$ cat config.mk
export PLATFORM = sky130hd
export DESIGN_NAME = hall_input_conditioner_flat
export DESIGN_NICKNAME = d
export VERILOG_FILES = /design/src/rtl/hall_pkg.sv /design/src/rtl/hall_input_conditioner_if.sv /design/src/rtl/hall_deglitch.sv /design/src/rtl/hall_input_conditioner.sv /design/src/flat_wrapper.sv
export SDC_FILE = /design/constraint.sdc
export NUM_CORES = 1
export LEC_CHECK = 0
export CORE_UTILIZATION = 50
export CTS_BUF_LIST = sky130_fd_sc_hd__clkbuf_16
export CTS_CLUSTER_DIAMETER = 100
export DETAILED_ROUTE_END_ITERATION = 10
export PLACE_DENSITY = 0.71
export SETUP_SLACK_MARGIN = 0.4
export SYNTH_ARGS = -nofsm -noshare
export SYNTH_HDL_FRONTEND = slang
export SYNTH_SLANG_ARGS = --single-unit
$ cat constraint.sdc
create_clock -name clk -period 3.8 [get_ports clk]
set_input_delay 0.57 -clock clk [delete_from_list [all_inputs] [get_ports clk]]
set_output_delay 0.57 -clock clk [all_outputs]
set_load 0.005 [all_outputs]
$ cat src/rtl/hall_pkg.sv
// Shared Hall-sensor definitions: the six legal codes, sequence-neighbour helpers
// and the direction-tracking FSM state type.
package hall_pkg;

  localparam logic [2:0] HALL_101 = 3'b101;
  localparam logic [2:0] HALL_100 = 3'b100;
  localparam logic [2:0] HALL_110 = 3'b110;
  localparam logic [2:0] HALL_010 = 3'b010;
  localparam logic [2:0] HALL_011 = 3'b011;
  localparam logic [2:0] HALL_001 = 3'b001;

  typedef enum logic [1:0] {
    IDLE  = 2'd0,
    LOCK  = 2'd1,
    TRACK = 2'd2
  } hall_state_e;

  function automatic logic [2:0] fwd_next(input logic [2:0] code);
    logic [2:0] nxt;
    case (code)
      HALL_101: nxt = HALL_100;
      HALL_100: nxt = HALL_110;
      HALL_110: nxt = HALL_010;
      HALL_010: nxt = HALL_011;
      HALL_011: nxt = HALL_001;
      HALL_001: nxt = HALL_101;
      default:  nxt = 3'b000;
    endcase
    return nxt;
  endfunction

  function automatic logic [2:0] rev_next(input logic [2:0] code);
    logic [2:0] nxt;
    case (code)
      HALL_101: nxt = HALL_001;
      HALL_001: nxt = HALL_011;
      HALL_011: nxt = HALL_010;
      HALL_010: nxt = HALL_110;
      HALL_110: nxt = HALL_100;
      HALL_100: nxt = HALL_101;
      default:  nxt = 3'b000;
    endcase
    return nxt;
  endfunction

  function automatic logic is_legal(input logic [2:0] code);
    return (code != 3'b000) && (code != 3'b111);
  endfunction

endpackage

$ cat src/rtl/hall_input_conditioner_if.sv
// Raw Hall input and conditioned outputs of one hall_input_conditioner instance.
interface hall_input_conditioner_if #(
  parameter int PERIOD_W = 16
);
  logic [2:0]          hall_raw;
  logic [2:0]          hall_out;
  logic                hall_valid;
  logic                step;
  logic                dir_meas;
  logic                seq_err;
  logic [PERIOD_W-1:0] period;
  logic                period_valid;
  logic                stall;

  modport master (
    output hall_raw,
    input  hall_out, hall_valid, step, dir_meas, seq_err, period, period_valid, stall
  );

  modport slave (
    input  hall_raw,
    output hall_out, hall_valid, step, dir_meas, seq_err, period, period_valid, stall
  );
endinterface

$ cat src/rtl/hall_deglitch.sv
// Synchronizes the three Hall lines and accepts a new code only after it has been
// sampled identically FILTER_CYCLES times in a row.
module hall_deglitch #(
  parameter int SYNC_STAGES   = 2,
  parameter int FILTER_CYCLES = 16
) (
  input  logic       clk,
  input  logic       rst_n,
  input  logic [2:0] hall_raw,
  output logic [2:0] code,
  output logic [2:0] sample,
  output logic       accept
);
  localparam int               RUN_W   = $clog2(FILTER_CYCLES + 1);
  localparam logic [RUN_W-1:0] RUN_MAX = RUN_W'(FILTER_CYCLES);

  logic [SYNC_STAGES-1:0][2:0] sync_r;
  logic [2:0]                  prev_r;
  logic [2:0]                  code_r;
  logic [RUN_W-1:0]            run_r;
  logic [RUN_W-1:0]            run_next_s;
  logic                        accept_s;

  assign sample = sync_r[SYNC_STAGES-1];
  assign code   = code_r;
  assign accept = accept_s;

  // Run length of identical samples; accept fires in the cycle the run completes.
  always_comb begin
    if (sample != prev_r) begin
      run_next_s = RUN_W'(1);
    end else if (run_r >= RUN_MAX) begin
      run_next_s = RUN_MAX;
    end else begin
      run_next_s = run_r + RUN_W'(1);
    end
    accept_s = (run_next_s == RUN_MAX) && (sample != code_r);
  end

  // Synchronizer chain, previous-sample register, run counter and accepted code.
  always_ff @(posedge clk or negedge rst_n) begin
    if (!rst_n) begin
      sync_r <= '0;
      prev_r <= 3'b000;
      run_r  <= '0;
      code_r <= 3'b000;
    end else begin
      sync_r <= {sync_r[SYNC_STAGES-2:0], hall_raw};
      prev_r <= sample;
      run_r  <= run_next_s;
      if (accept_s) begin
        code_r <= sample;
      end
    end
  end

endmodule

$ cat src/rtl/hall_input_conditioner.sv
// Hall input conditioner: deglitched code, validity, step/direction detection,
// sequence-error flagging and commutation-period measurement for the speed loop.
module hall_input_conditioner
  import hall_pkg::*;
#(
  parameter int SYNC_STAGES   = 2,
  parameter int FILTER_CYCLES = 16,
  parameter int PERIOD_W      = 16
) (
  input logic                     clk,
  input logic                     rst_n,
  hall_input_conditioner_if.slave hif
);
  localparam logic [PERIOD_W-1:0] CNT_MAX = {PERIOD_W{1'b1}};

  logic [2:0]          code_s;
  logic [2:0]          sample_s;
  logic                accept_s;
  logic                step_s;
  logic                seq_err_s;
  logic                dir_s;
  logic                valid_s;
  logic                to_idle_s;
  logic                stall_s;
  logic [PERIOD_W-1:0] cnt_next_s;
  logic [PERIOD_W-1:0] period_next_s;

  hall_state_e         state_r;
  logic                hall_valid_r;
  logic                step_r;
  logic                seq_err_r;
  logic                dir_meas_r;
  logic [PERIOD_W-1:0] period_r;
  logic                period_valid_r;
  logic                stall_r;
  logic [PERIOD_W-1:0] cnt_r;

  hall_deglitch #(
    .SYNC_STAGES  (SYNC_STAGES),
    .FILTER_CYCLES(FILTER_CYCLES)
  ) u_deglitch (
    .clk     (clk),
    .rst_n   (rst_n),
    .hall_raw(hif.hall_raw),
    .code    (code_s),
    .sample  (sample_s),
    .accept  (accept_s)
  );

  // Classify each accepted transition old (code_s) -> new (sample_s).
  always_comb begin
    step_s    = 1'b0;
    seq_err_s = 1'b0;
    dir_s     = dir_meas_r;
    valid_s   = hall_valid_r;
    to_idle_s = 1'b0;
    if (accept_s) begin
      if (!is_legal(sample_s)) begin
        valid_s   = 1'b0;
        to_idle_s = 1'b1;
      end else if (!is_legal(code_s)) begin
        valid_s   = 1'b1;
        to_idle_s = 1'b1;
      end else if (sample_s == fwd_next(code_s)) begin
        step_s = 1'b1;
        dir_s  = 1'b1;
      end else if (sample_s == rev_next(code_s)) begin
        step_s = 1'b1;
        dir_s  = 1'b0;
      end else begin
        seq_err_s = 1'b1;
        to_idle_s = 1'b1;
      end
    end else begin
      valid_s = hall_valid_r;
    end
  end

  // Saturating period counter; period is cnt+1 so N-cycle spacing reads as N.
  always_comb begin
    if (step_s) begin
      cnt_next_s = {PERIOD_W{1'b0}};
    end else if (cnt_r == CNT_MAX) begin
      cnt_next_s = CNT_MAX;
    end else begin
      cnt_next_s = cnt_r + PERIOD_W'(1);
    end
    if (cnt_r == CNT_MAX) begin
      period_next_s = CNT_MAX;
    end else begin
      period_next_s = cnt_r + PERIOD_W'(1);
    end
    stall_s = (cnt_next_s == CNT_MAX);
  end

  // Direction-tracking FSM and all registered outputs.
  always_ff @(posedge clk or negedge rst_n) begin
    if (!rst_n) begin
      state_r        <= IDLE;
      hall_valid_r   <= 1'b0;
      step_r         <= 1'b0;
      seq_err_r      <= 1'b0;
      dir_meas_r     <= 1'b1;
      period_r       <= {PERIOD_W{1'b0}};
      period_valid_r <= 1'b0;
      stall_r        <= 1'b0;
      cnt_r          <= {PERIOD_W{1'b0}};
    end else begin
      hall_valid_r <= valid_s;
      step_r       <= step_s;
      seq_err_r    <= seq_err_s;
      dir_meas_r   <= dir_s;
      stall_r      <= stall_s;
      cnt_r        <= cnt_next_s;
      if (to_idle_s || stall_s) begin
        state_r        <= IDLE;
        period_valid_r <= 1'b0;
      end else if (step_s) begin
        // dir_meas_r still holds the direction of the previous step here
        case (state_r)
          IDLE: begin
            state_r        <= LOCK;
            period_valid_r <= 1'b0;
          end
          LOCK: begin
            if (dir_s == dir_meas_r) begin
              state_r        <= TRACK;
              period_r       <= period_next_s;
              period_valid_r <= 1'b1;
            end
          end
          TRACK: begin
            if (dir_s == dir_meas_r) begin
              period_r <= period_next_s;
            end else begin
              state_r        <= LOCK;
              period_valid_r <= 1'b0;
            end
          end
          default: begin
            state_r        <= IDLE;
            period_valid_r <= 1'b0;
          end
        endcase
      end
    end
  end

  assign hif.hall_out     = code_s;
  assign hif.hall_valid   = hall_valid_r;
  assign hif.step         = step_r;
  assign hif.dir_meas     = dir_meas_r;
  assign hif.seq_err      = seq_err_r;
  assign hif.period       = period_r;
  assign hif.period_valid = period_valid_r;
  assign hif.stall        = stall_r;

endmodule
$ cat src/flat_wrapper.sv
// flat-port wrapper written by rule: the top's interface ports become plain ports
module hall_input_conditioner_flat import hall_pkg::*;
#(
  parameter int SYNC_STAGES   = 2,
  parameter int FILTER_CYCLES = 16,
  parameter int PERIOD_W      = 16
)
  (clk, rst_n, hif_hall_raw, hif_hall_out, hif_hall_valid, hif_step, hif_dir_meas, hif_seq_err, hif_period, hif_period_valid, hif_stall);
  hall_input_conditioner_if #(.PERIOD_W(PERIOD_W)) hif_i ();
  input logic clk;
  input logic rst_n;
  input wire logic [$bits(hif_i.hall_raw)-1:0] hif_hall_raw;
  output wire logic [$bits(hif_i.hall_out)-1:0] hif_hall_out;
  output wire logic [$bits(hif_i.hall_valid)-1:0] hif_hall_valid;
  output wire logic [$bits(hif_i.step)-1:0] hif_step;
  output wire logic [$bits(hif_i.dir_meas)-1:0] hif_dir_meas;
  output wire logic [$bits(hif_i.seq_err)-1:0] hif_seq_err;
  output wire logic [$bits(hif_i.period)-1:0] hif_period;
  output wire logic [$bits(hif_i.period_valid)-1:0] hif_period_valid;
  output wire logic [$bits(hif_i.stall)-1:0] hif_stall;
  assign hif_i.hall_raw = hif_hall_raw;
  assign hif_hall_out = hif_i.hall_out;
  assign hif_hall_valid = hif_i.hall_valid;
  assign hif_step = hif_i.step;
  assign hif_dir_meas = hif_i.dir_meas;
  assign hif_seq_err = hif_i.seq_err;
  assign hif_period = hif_i.period;
  assign hif_period_valid = hif_i.period_valid;
  assign hif_stall = hif_i.stall;
  hall_input_conditioner #(.SYNC_STAGES(SYNC_STAGES), .FILTER_CYCLES(FILTER_CYCLES), .PERIOD_W(PERIOD_W)) u_core (.clk(clk), .rst_n(rst_n), .hif(hif_i));
endmodule
Word level (Yosys, flattened, before mapping)
Cells that the tools add are included.

storage, ports and cells
  bits in registers = 57
  word-level logic and storage cells = 94

operators by class
  $lt $le $gt $ge = 1
  eq/ne operators = 21
  multiplexer cells = 43
  add/sub/neg operators = 2
  bitwise logic cells = 1
  reductions and logical operators = 12

operators with widths
  operator                                               number
  one-hot mux 3 bit (6 select lines)                     2
  equality test 16 bit, second input constant            2
  2-to-1 mux 16 bit                                      2
  2-to-1 mux 1 bit                                       24
  2-to-1 mux 3 bit                                       7
  adder 16 x 1 -> 16 bit, second input constant          1
  2-to-1 mux 5 bit                                       2
  equality test 3 bit, second input constant             3
  2-to-1 mux 2 bit                                       4
  equality test 3 x 2 -> 1 bit, second input constant    2
  equality test 3 bit                                    2
  inequality test 3 bit                                  2
  inequality test 3 bit, second input constant           2
  one-hot mux 2 bit (3 select lines)                     1
  nonzero test 3 bit                                     2
  adder 5 x 1 -> 5 bit, second input constant            1
  equality test 5 bit, second input constant             1
  >= comparator 5 bit, second input constant             1
  AND reduction 4 bit                                    1
  equality test 3 x 1 -> 1 bit, second input constant    1
  logical AND 1 bit                                      3
  inequality test 3 x 1 -> 1 bit, second input constant  1
  inequality test 3 x 2 -> 1 bit, second input constant  1
  AND reduction 3 bit                                    1
  other kinds (11)                                       11

Logic depth before layout (Yosys ltp)
Gate-level depths: netlist (run 1).

  word-level depth = 22
  depth in mapped cells = 10

Modules after synthesis
From an unflattened synthesis (run 1), not the netlist that was laid out.

second synthesis, totals
  cells, all modules = 311
  area, all modules = 3220.6 um^2

modules (own cells, without submodules)
  module                  sequential area each (um^2)  cells an instance  area an instance (um^2)  times used
  hall_input_conditioner  1002.2                       263                2526.2                   1
  hall_deglitch           425.4                        48                 694.4                    1

Worst setup path after synthesis (run 1)
OpenSTA, ideal clock, no wires.

  kind = reg-to-reg
  start = reg u_core.cnt_r[1]
  end = reg u_core.period_valid_r, in the netlist u_core.hif.period_valid
  library setup time = 131 ps
  arrival = 2429 ps
  cell stages (with the launch flop) = 8
  buffers on the path = 0
  required time = 3669 ps
  setup slack = 1240 ps
  cell sequence = dfrtp_1 > ha_1 > nand3_1 > or4_4 > mux2i_1 > or4_4 > nor4_4 > o31ai_1

between the ends
  word-level cells in the longest chain between the ends = 7

ends and longest elaborated chain
  item                                                                           line                                                        text
  start, declared                                                                hall_input_conditioner.sv:36                                logic [PERIOD_W-1:0] cnt_r;
  start signal, assigned                                                         hall_input_conditioner.sv:107                               cnt_r <= {PERIOD_W{1'b0}};
  start signal, assigned                                                         hall_input_conditioner.sv:114                               cnt_r <= cnt_next_s;
  adder 16 x 1 -> 16 bit / equality test 16 bit (equally long branches)          hall_input_conditioner.sv:86, hall_input_conditioner.sv:83
  2-to-1 mux 16 bit *                                                            hall_input_conditioner.sv:83                                end else if (cnt_r == CNT_MAX) begin
  2-to-1 mux 16 bit *                                                            hall_input_conditioner.sv:81                                if (step_s) begin
  equality test 16 bit *                                                         hall_input_conditioner.sv:93                                stall_s = (cnt_next_s == CNT_MAX);
  logical OR 1 bit *                                                             hall_input_conditioner.sv:115                               if (to_idle_s || stall_s) begin
  inequality test 3 x 2 -> 1 bit (no source line), or another cell as far along  -
  AND reduction 3 bit (no source line)                                           -
  end signal, assigned                                                           hall_input_conditioner.sv:105                               period_valid_r <= 1'b0;
  end signal, assigned                                                           hall_input_conditioner.sv:117                               period_valid_r <= 1'b0;
  end signal, assigned                                                           hall_input_conditioner.sv:123                               period_valid_r <= 1'b0;
  end, declared                                                                  hall_input_conditioner.sv:34                                logic period_valid_r;

Every way passes the cells marked *; elsewhere a longest branch is shown, timed or not.
A chain may end at the register's enable or synchronous reset.

Final worst setup path (run 1)
  start = reg u_core.cnt_r[0]
  end = reg u_core.period_valid_r, in the netlist u_core.hif.period_valid

The elaborated chain is that of the path after synthesis.

==> results of run 1 <==
## flip-flops by register name (all words and copies together), names as in the netlist, 2 cells and up
signal / flops
u_core.u_deglitch.run_r: 5
u_core.u_deglitch.sample: 3
u_core.u_deglitch.sync_r: 3
u_core.u_deglitch.code: 3
u_core.state_r: 2
u_core.u_deglitch.prev_r: 3
u_core.cnt_r: 16
u_core.hif.period: 16
## power groups by stage
stage | registers [mW] | clock network (mW) | logic [mW]
detailed placement | 0.636 | 0 | 0.0410
global placement | 0.636 | 0 | 0.0403
floorplan | 0.628 | 0 | 0.0301
CTS | 0.626 | 0.773 | 0.0412
global route | 0.627 | 0.797 | 0.0461
finish | 0.626 | 0.752 | 0.0398
## worst max-delay path by stage
stage | start | cells past startpoint | end | slack (ns)
after floorplan | u_core.cnt_r[1] | 7 | u_core.hif.period_valid | 1.24
after global placement | u_core.cnt_r[0] | 7 | u_core.hif.period_valid | 1.03
after detailed placement | u_core.cnt_r[0] | 7 | u_core.hif.period_valid | 0.96
after CTS | u_core.cnt_r[0] | 7 | u_core.hif.period_valid | 0.96
after global routing | u_core.cnt_r[0] | 7 | u_core.state_r[1] | 0.75
final | u_core.cnt_r[0] | 7 | u_core.hif.period_valid | 0.95
## cell usage in the layout (no fill, tap or decap), types with 3 or more instances in the layout
| cell | n |
|---|---|
| xnor2_1 | 10 |
| xor2_1 | 13 |
| nor3_1 | 9 |
| a21oi_1 | 11 |
| and2_1 | 3 |
| nor2_1 | 21 |
| nor2b_1 | 6 |
| buf_4 | 3 |
| nand2b_1 | 4 |
| and3_1 | 5 |
| ha_1 | 7 |
| a31oi_1 | 3 |
| clkbuf_16 | 9 |
| nand2_1 | 19 |
| clkdlybuf4s50_1 | 28 |
| o21ai_0 | 7 |
| dfrtp_1 | 56 |
| mux2i_1 | 14 |
| o22ai_1 | 4 |
| mux2_2 | 9 |
| nand3_1 | 8 |
| inv_1 | 18 |
| nand4_1 | 5 |
## routing by layer
metal / up-vias / GRT usage, % / wire (um)
met4: 0 / 8.57 / 79
met1: 1089 / 27.9 / 2690
met5: - / 0 / 0
li1: 1092 / - / -
met3: 10 / 5.80 / 226
met2: 39 / 33.1 / 2940
## stage by stage
| step | util [%] | hold WS [ns] |
|---|---|---|
| 2_1_floorplan | - | 0.274 |
| 3_3_place_gp | 57.2 | 0.346 |
| 3_5_place_dp | 57.2 | 0.350 |
| 4_1_cts | 62.0 | 0.367 |
| 5_1_grt | 62.0 | 0.374 |
| 6_report | 62.0 | 0.366 |
## layout make-up
class	instances	area, um2	share of cell area [%]
clock inverters	7	55.1	1.50
well taps	75	93.8	2.56
clock buffers	9	225	6.14
flip-flops and latches	57	1430	38.9
inverters	15	56.3	1.53
repair buffers	32	308	8.39
multi-input cells	203	1500	41.0
## worst max-delay path, stage by stage (launching register included)
cell and delay (ns):
dfrtp_1 0.48, ha_1 0.32, nand3_1 0.19, or4_4 0.58
mux2i_1 0.17, or4_4 0.58, nor4_4 0.28, o31ai_1 0.12
## cell families after synthesis
kind of cell | count (synthesis)
flops | 57
simple gates | 105
compound gates | 42
buf+inv | 32
mux | 26
xor+xnor | 23
fa+ha+maj | 7
==> results.yml, run 1 <==
floorplanning:
  die_y_um: 80.6
  rows: 28
  io_pins: 30
  die_w_um: 80.6
  start_util_pct: 52.1
  core_area_mm2: 0.00592
  fp.dieArea_mm2: 0.00649
sta:
  worst_pin_slew_ns: 0.937
  maxSlewViolCount: 0
  period_share_pct: 75.1
  setup_viol_count_final: 0
  rsz0062_at_grt: "false"
  min_period_ns: 2.85
  slew_headroom_pct: 37.5
  fin_ws_ns: 0.948
  max_freq_mhz: 351
  hold_violations: 0
  finalSetupTns_ns: 0
  fin_skew_ns: 0.00461
grt:
  grt_pass1_wl_mm: 10.2
  grt_pass1_vias: 2084
  gr-total-overflow: 0
  grt_usage_pct: 21.3
  grt_max_degree: 45
  antenna_found_initial: 0
worst_hold_path:
  hold_end: "u_core.u_deglitch.sample[1]"
  hold_path_depth: 0
  min_from: "u_core.u_deglitch.sync_r[1]"
  min_path_type: "register to register"
setup_path:
  worstSetupEndpointType: "register"
  rr_startpoint: "u_core.cnt_r[0]"
  cp.required_ns: 4.00
  path_class: "register to register"
  startpoint_type: "register"
  reg2regPathDepth: 7
  r2r_end: "u_core.hif.period_valid"
  cp.arrival_ns: 3.05
  r2r_slack_ns: 0.95
  cp_max_fo: 10
layout:
  fin_nets: 330
  nFillCells: 492
  drive_above_1_share_pct: 12.4
  final_area_mm2: 0.00367
  n_antenna_cell: 0
  instances_no_fill: 398
  area_growth_pct: 18.8
synthesis:
  synth_area_leader_cell: "dfrtp_1"
  synth_compound_area_share_pct: 9.85
  synth_seq_cells: 57
  syn_avg_cell_area_um2: 10.6
  synth_common_cells: "dfrtp_1 (56), nor2_1 (21), nand2_1 (19)"
  synthAdderAreaFrac_pct: 2.84
  syn_inst: 292
  syn_area_mm2: 0.00309
  yosys_warnings: 0
  synth_top_family_by_area: "simple AND/OR/NAND/NOR gates"
  yosysSeqAreaShare_pct: 46.3
  synth_top_cell_area_share_pct: 45.4
  synth-xor-area-share_pct: 6.53
  synth_mux_area_share_pct: 9.24
  syn_nets: 304
  synthDistinctLibCells: 56
  async_flop_share_pct: 100
  yosysMostFrequentCell: "dfrtp_1"
  ys_top_cells_by_area: "dfrtp_1 (45%), mux2i_1 (4.5%), xor2_1 (3.7%)"
  synth_edf_count: 0
  synth-simple-area-share_pct: 20.2
  synth_ff_type: "dfrtp_1"
run:
  cap_violations: 0
cts:
  clkTransAtPathRegs_ns: 0.05
  cts_setup_buffers: 0
  htreeDepth: 3
  clk_latency_ns: 0.32
  hold_buffers: 0
  cts_tree: "built"
  cts_root_buf: "clkbuf_16"
  clock_path_buffers: 2
  cts_resized: 0
  cts_buffers: 9
  cts_sinks: 57
pwr:
  vdd_drop_max_mv: 0.397
  clkPwrFrac_pct: 53.0
  p_sw_share_pct: 20.6
  p_int_mw: 1.13
  p_comb_share_pct: 2.8
  power_mw: 1.42
  cellPowerDensity_mw_per_mm2: 387
  seq_power_share_pct: 44.2
  power.switching_mw: 0.292
  leakage_nw: 1.63
routing:
  via_per_inst: 5.60
  wl_mm: 5.94
  drc: 0
  antenna_left: 0
  drt_iter0_markers: 59
  dr_total_vias: 2230
  dr.pass1.iters: 4
  wl_per_cell_um: 14.9
place:
  dp.cells: 382
  pre_cts_ws_ns: 0.961
  hpwlAfterDp_mm: 4.01
  gp_congestion: 0.818
  place_area_mm2: 0.00339
  port_buffers: 29
status:
  status: "finished, final reports clean"
No activity file was read; power rests on OpenSTA's default activity.
==> inputs of run 2 (changes only) <==
clock period = 2.9 ns   (was 3.8 ns; I/O delays follow)
==> run 2 against run 1 <==
  * Final area increased by 7.3%
  * Clock-buffer cell count unchanged
  * Die area did not move
  * Cell count increased by 4.0%
  * Sequential cell count did not move
  * Fmax is 18% higher
  * Setup slack lost 0.47 ns
  * Largest cell class unchanged
  * Largest power group unchanged
  * Highest routed layer unchanged
==> results.yml, run 2 (same netlist as run 1, synthesis figures left out) <==
status:
  status: "finished, final reports clean"
sta:
  hold_violations: 0
  min_period_ns: 2.42
  rsz0062_at_grt: "true"
  timing.hold.ws_ns: 0.227
  worst_pin_slew_ns: 0.691
  slew_headroom_pct: 53.9
  finalSetupTns_ns: 0
  setup_viol_count_final: 0
  max_freq_mhz: 413
  period_share_pct: 83.5
  fin_skew_ns: 0.00636
  maxSlewViolCount: 0
cts:
  clkTransAtPathRegs_ns: 0.05
  clk_latency_ns: 0.33
  cts_root_buf: "clkbuf_16"
  cts_sinks: 57
  hold_buffers: 0
  htreeDepth: 3
  cts_tree: "built"
  clock_path_buffers: 2
  cts_buffers: 9
layout:
  utilization_pct: 66.5
  nFillCells: 449
  n_antenna_cell: 0
  fin_nets: 346
  final_common_cell: "dfrtp_1"
  mostFrequentLayoutCells: "dfrtp_1 (51), clkdlybuf4s50_1 (28), nor2_1 (21)"
  area_growth_pct: 27.5
  regArea_mm2: 0.00143
  multi_input_area_mm2: 0.00155
  drive_above_1_share_pct: 20.9
  final_area_mm2: 0.00394
setup_path:
  cp_slowest_stage_delay_ns: 0.58
  crit_chain: "ha_4 > nand3_4 > or4_4 > mux2i_2 > or4_4 > nor4_4 > o31ai_1"
  worstSetupEndpointType: "register"
  cp.required_ns: 3.09
  critPathSlowestCell: "or4_4"
  cp_max_fo: 5
  startpoint: "u_core.cnt_r[0]"
  rr_startpoint: "u_core.cnt_r[0]"
  path_class: "register to register"
  crit_top_cell: "or4_4"
  startpoint_type: "register"
  crit_buf_inv: 0
  cp_top_family: "simple AND/OR/NAND/NOR gates"
  cp.arrival_ns: 2.61
pwr:
  p_comb_share_pct: 2.7
  leakage_nw: 1.75
  p_int_mw: 1.75
  cellPowerDensity_mw_per_mm2: 546
  seq_power_share_pct: 38.1
  p_sw_share_pct: 18.6
  power.switching_mw: 0.399
  vdd_drop_max_mv: 0.408
  clkPwrFrac_pct: 59.2
grt:
  grt_max_degree: 58
  gr-total-overflow: 0
  antenna_found_initial: 0
  grt_pass1_wl_mm: 10.4
  grt_pass1_vias: 2177
  grt_usage_pct: 21.8
place:
  gp_congestion: 0.835
  place_area_mm2: 0.00347
  port_buffers: 29
  hpwlAfterDp_mm: 4.19
routing:
  dr_total_vias: 2259
  wl_per_cell_um: 15.5
  drc: 0
  drt_iter0_markers: 83
  via_per_inst: 5.46
  wl_mm: 6.40
  dr.pass1.iters: 4
  antenna_left: 0
floorplanning:
  io_pins: 30
  rows: 28
  die_w_um: 80.6
  die_y_um: 80.6
  fp.dieArea_mm2: 0.00649
  start_util_pct: 52.1
  core_area_mm2: 0.00592
run:
  cap_violations: 0
worst_hold_path:
  min_path_type: "input port to asynchronous set/reset pin"
[run 2: cell type report]
class	count	area share [%]
clock buffer	9	5.72
sequential	57	36.4
inverter	15	1.43
clock inverter	7	3.40
multi-input combinational	203	39.4
timing repair buffer	48	11.2
tap	75	2.38
[run 2: metal layers]
layer / GRT usage, % / part of all wire (%)
met5: 0 / 0
met4: 6.96 / 1.1
met3: 6.82 / 3.4
met2: 36.4 / 51
met1: 26.7 / 45
[run 2: path summary, 6_finish.rpt]
check,cells after the start,endpoint,slack [ns]
max,7,u_core.hif.period_valid,0.48
min,2,u_core.hif.period[5],0.23
max in group asynchronous,2,u_core.u_deglitch.sample[1],2.15
min in group clk,0,u_core.u_deglitch.sample[1],0.36
max reg2reg,7,u_core.hif.period_valid,0.48
min reg2reg,0,u_core.u_deglitch.sample[1],0.36
[run 2: stage by stage]
step,total power [mW],setup slack [ns],instances
detailed placement,0.891,0.229,391
CTS,2.16,0.436,410
global placement,0.889,0.283,391
global route,2.21,0.362,414
floorplan,0.863,0.419,292
finish,2.15,0.480,414
[run 2: worst reg2reg max path, cell delays in order, from the launching register on]
cell and delay (ns):
dfrtp_1 0.38, ha_4 0.17, nand3_4 0.08, or4_4 0.58, mux2i_2 0.19, or4_4 0.46
nor4_4 0.33, o31ai_1 0.11
[run 2: power groups by stage]
stage               Combinational [mW]  Sequential (mW)  Clock, mW
detailed placement              0.0598            0.831          0
finish                          0.0589            0.818       1.27
CTS                             0.0603            0.818       1.29
floorplan                       0.0394            0.823          0
global placement                0.0588            0.830          0
global route                    0.0674            0.819       1.32
[run 2: timing repair]
action                                 in CTS  in global routing
setup buffers                               3                  4
setup endpoints to repair                  10                 19
gates resized for setup                     3                  9
pin swaps                                   3                  9
endpoints found under the hold margin       0                  0
==> inputs of run 3 (changes only) <==
PLACE_DENSITY = 0.74   (was 0.71)
clock period = 2.12 ns   (was 2.9 ns; I/O delays follow)
==> run 3 against run 2 <==
  * Critical endpoint is now u_core.hif.period[7]
  * Highest routed layer unchanged
  * Wire length grew 32%
  * Critical path type unchanged
  * Sequential share of layout area decreased by 5.5 points
  * Largest cell class unchanged
  * Largest power group unchanged
  * The flow now finishes with violations (setup timing)
  * Final area increased by 18%
  * Via count grew 18%
==> results.yml, run 3 (same netlist as run 1, synthesis figures left out) <==
setup_path:
  r2r_end: "u_core.hif.period[7]"
  crit_top_cell: "buf_6"
  worstSetupEndpointType: "register"
  crit_buf_inv: 2
  critPathSlowestCell: "dfrtp_2"
  cp_max_fo: 4
  cp.required_ns: 2.33
  reg2regPathDepth: 8
  crit_chain: "buf_6 > or3_4 > a2111oi_4 > a21oi_2 > mux2i_4 > buf_6 > nand3_4 > mux2_2"
  r2r_slack_ns: -0.20
  cp_slowest_stage_delay_ns: 0.45
  startpoint_type: "register"
  path_class: "register to register"
  cp.arrival_ns: 2.53
  cp_top_family: "multiplexers"
  rr_startpoint: "u_core.u_deglitch.sample[1]"
floorplanning:
  io_pins: 30
  core_area_mm2: 0.00592
  fp.dieArea_mm2: 0.00649
  die_y_um: 80.6
  die_w_um: 80.6
  start_util_pct: 52.1
  rows: 28
cts:
  clock_path_buffers: 2
  cts_buffers: 9
  clk_latency_ns: 0.33
  cts_root_buf: "clkbuf_16"
  cts_sinks: 57
  clkTransAtPathRegs_ns: 0.05
  cts_tree: "built"
  htreeDepth: 3
layout:
  drive_above_1_share_pct: 39.7
  final_common_cell: "buf_4"
  multi_input_area_mm2: 0.00182
  n_antenna_cell: 0
  mostFrequentLayoutCells: "buf_4 (54), dfrtp_1 (50), clkdlybuf4s50_1 (27)"
  fin_nets: 402
  instances_no_fill: 470
  nFillCells: 374
  regArea_mm2: 0.00144
  area_growth_pct: 50.4
  final_area_mm2: 0.00464
  utilization_pct: 78.4
worst_hold_path:
  min_path_type: "register to register"
  hold_path_depth: 0
  min_from: "u_core.u_deglitch.sync_r[0]"
  hold_end: "u_core.u_deglitch.sample[0]"
routing:
  met3_length_um: 299
  dr_total_vias: 2660
  wl_met2_mm: 4.59
  via_per_inst: 5.66
  top_layer: "met4"
  drc: 0
  dr.pass1.iters: 4
  wl_mm: 8.43
  wl_per_cell_um: 17.9
  m1WireLength_mm: 3.39
  antenna_left: 0
  drt_iter0_markers: 145
sta:
  hold_violations: 0
  fin_skew_ns: 0.00809
  fin_ws_ns: -0.200
  min_period_ns: 2.32
  slew_headroom_pct: 65.0
  timing.hold.ws_ns: 0.341
  finalSetupTns_ns: -3.78
  maxSlewViolCount: 0
  worst_pin_slew_ns: 0.525
  setup_viol_count_final: 28
  rsz0062_at_grt: "true"
  period_share_pct: 109
  max_freq_mhz: 431
pwr:
  power_mw: 2.63
  p_sw_share_pct: 21.4
  power.switching_mw: 0.562
  p_int_mw: 2.07
  cellPowerDensity_mw_per_mm2: 567
  p_comb_share_pct: 6.0
  vdd_drop_max_mv: 0.643
  seq_power_share_pct: 42.4
  clkPwrFrac_pct: 51.6
  leakage_nw: 2.04
grt:
  antenna_found_initial: 0
  grt_usage_pct: 27.1
  gr-total-overflow: 0
  grt_pass1_wl_mm: 13.1
  grt_pass1_vias: 2703
  grt_max_degree: 36
run:
  cap_violations: 0
place:
  port_buffers: 29
  place_area_mm2: 0.00386
  hpwlAfterDp_mm: 5.11
  pre_cts_ws_ns: -0.223
  gp_congestion: 0.922
  dp.cells: 431
status:
  status: "complete, but fails checks"
  violations: "setup timing"
## run 3: cell types whose count changed in the layout (fill, tap and decap cells not counted), moves of 4 or more
| cell | before | now |
|---|---|---|
| a21oi_1 | 11 | 3 |
| a21oi_2 | 1 | 5 |
| a21oi_4 | 0 | 4 |
| buf_4 | 18 | 54 |
| buf_6 | 0 | 12 |
| clkinv_1 | 0 | 4 |
| nor2_1 | 21 | 15 |
| nor2_2 | 0 | 5 |
## run 3: power by group through the flow
stage | clock network, mW | logic (mW) | registers (mW)
3_3_place_gp | 0 | 0.117 | 1.13
2_1_floorplan | 0 | 0.0541 | 1.13
3_5_place_dp | 0 | 0.120 | 1.13
6_report | 1.36 | 0.157 | 1.11
4_1_cts | 1.38 | 0.154 | 1.11
5_1_grt | 1.42 | 0.170 | 1.12
## run 3: worst max-delay path by stage
stage	startpoint	end	slack, ns	depth (start not counted)
5_1_grt	u_core.u_deglitch.sample[1]	u_core.hif.period[14]	-0.28	8
3_3_place_gp	u_core.u_deglitch.sample[1]	u_core.hif.period[15]	-0.19	9
3_5_place_dp	u_core.u_deglitch.sample[0]	u_core.hif.period[3]	-0.22	8
4_1_cts	u_core.cnt_r[0]	u_core.hif.period_valid	-0.18	7
2_1_floorplan	u_core.u_deglitch.run_r[0]	u_core.hif.period[8]	-0.14	10
6_report	u_core.u_deglitch.sample[1]	u_core.hif.period[7]	-0.20	8
## run 3: area by class of cell
class                      count  area share (%)
multi-input combinational    204            39.1
sequential                    57            30.9
inverter                      15            1.21
clock buffer                   9            4.85
timing repair buffer         103            20.7
clock inverter                 7            1.16
tap                           75            2.02
## run 3: repair_timing
item,4_1_cts,5_1_grt
endpoints found under the setup margin,46,45
cloned,2,1
endpoints found under the hold margin,21,0
hold buffers,1,0
resized for setup,53,19
buffers inserted,11,8
pin swaps,9,6
## run 3: routing by layer
| layer | up-vias | GRT usage [%] |
|---|---|---|
| met2 | 72 | 49.8 |
| li1 | 1231 | - |
| met4 | 0 | 6.43 |
| met3 | 16 | 7.27 |
| met1 | 1341 | 31.0 |
| met5 | - | 0 |
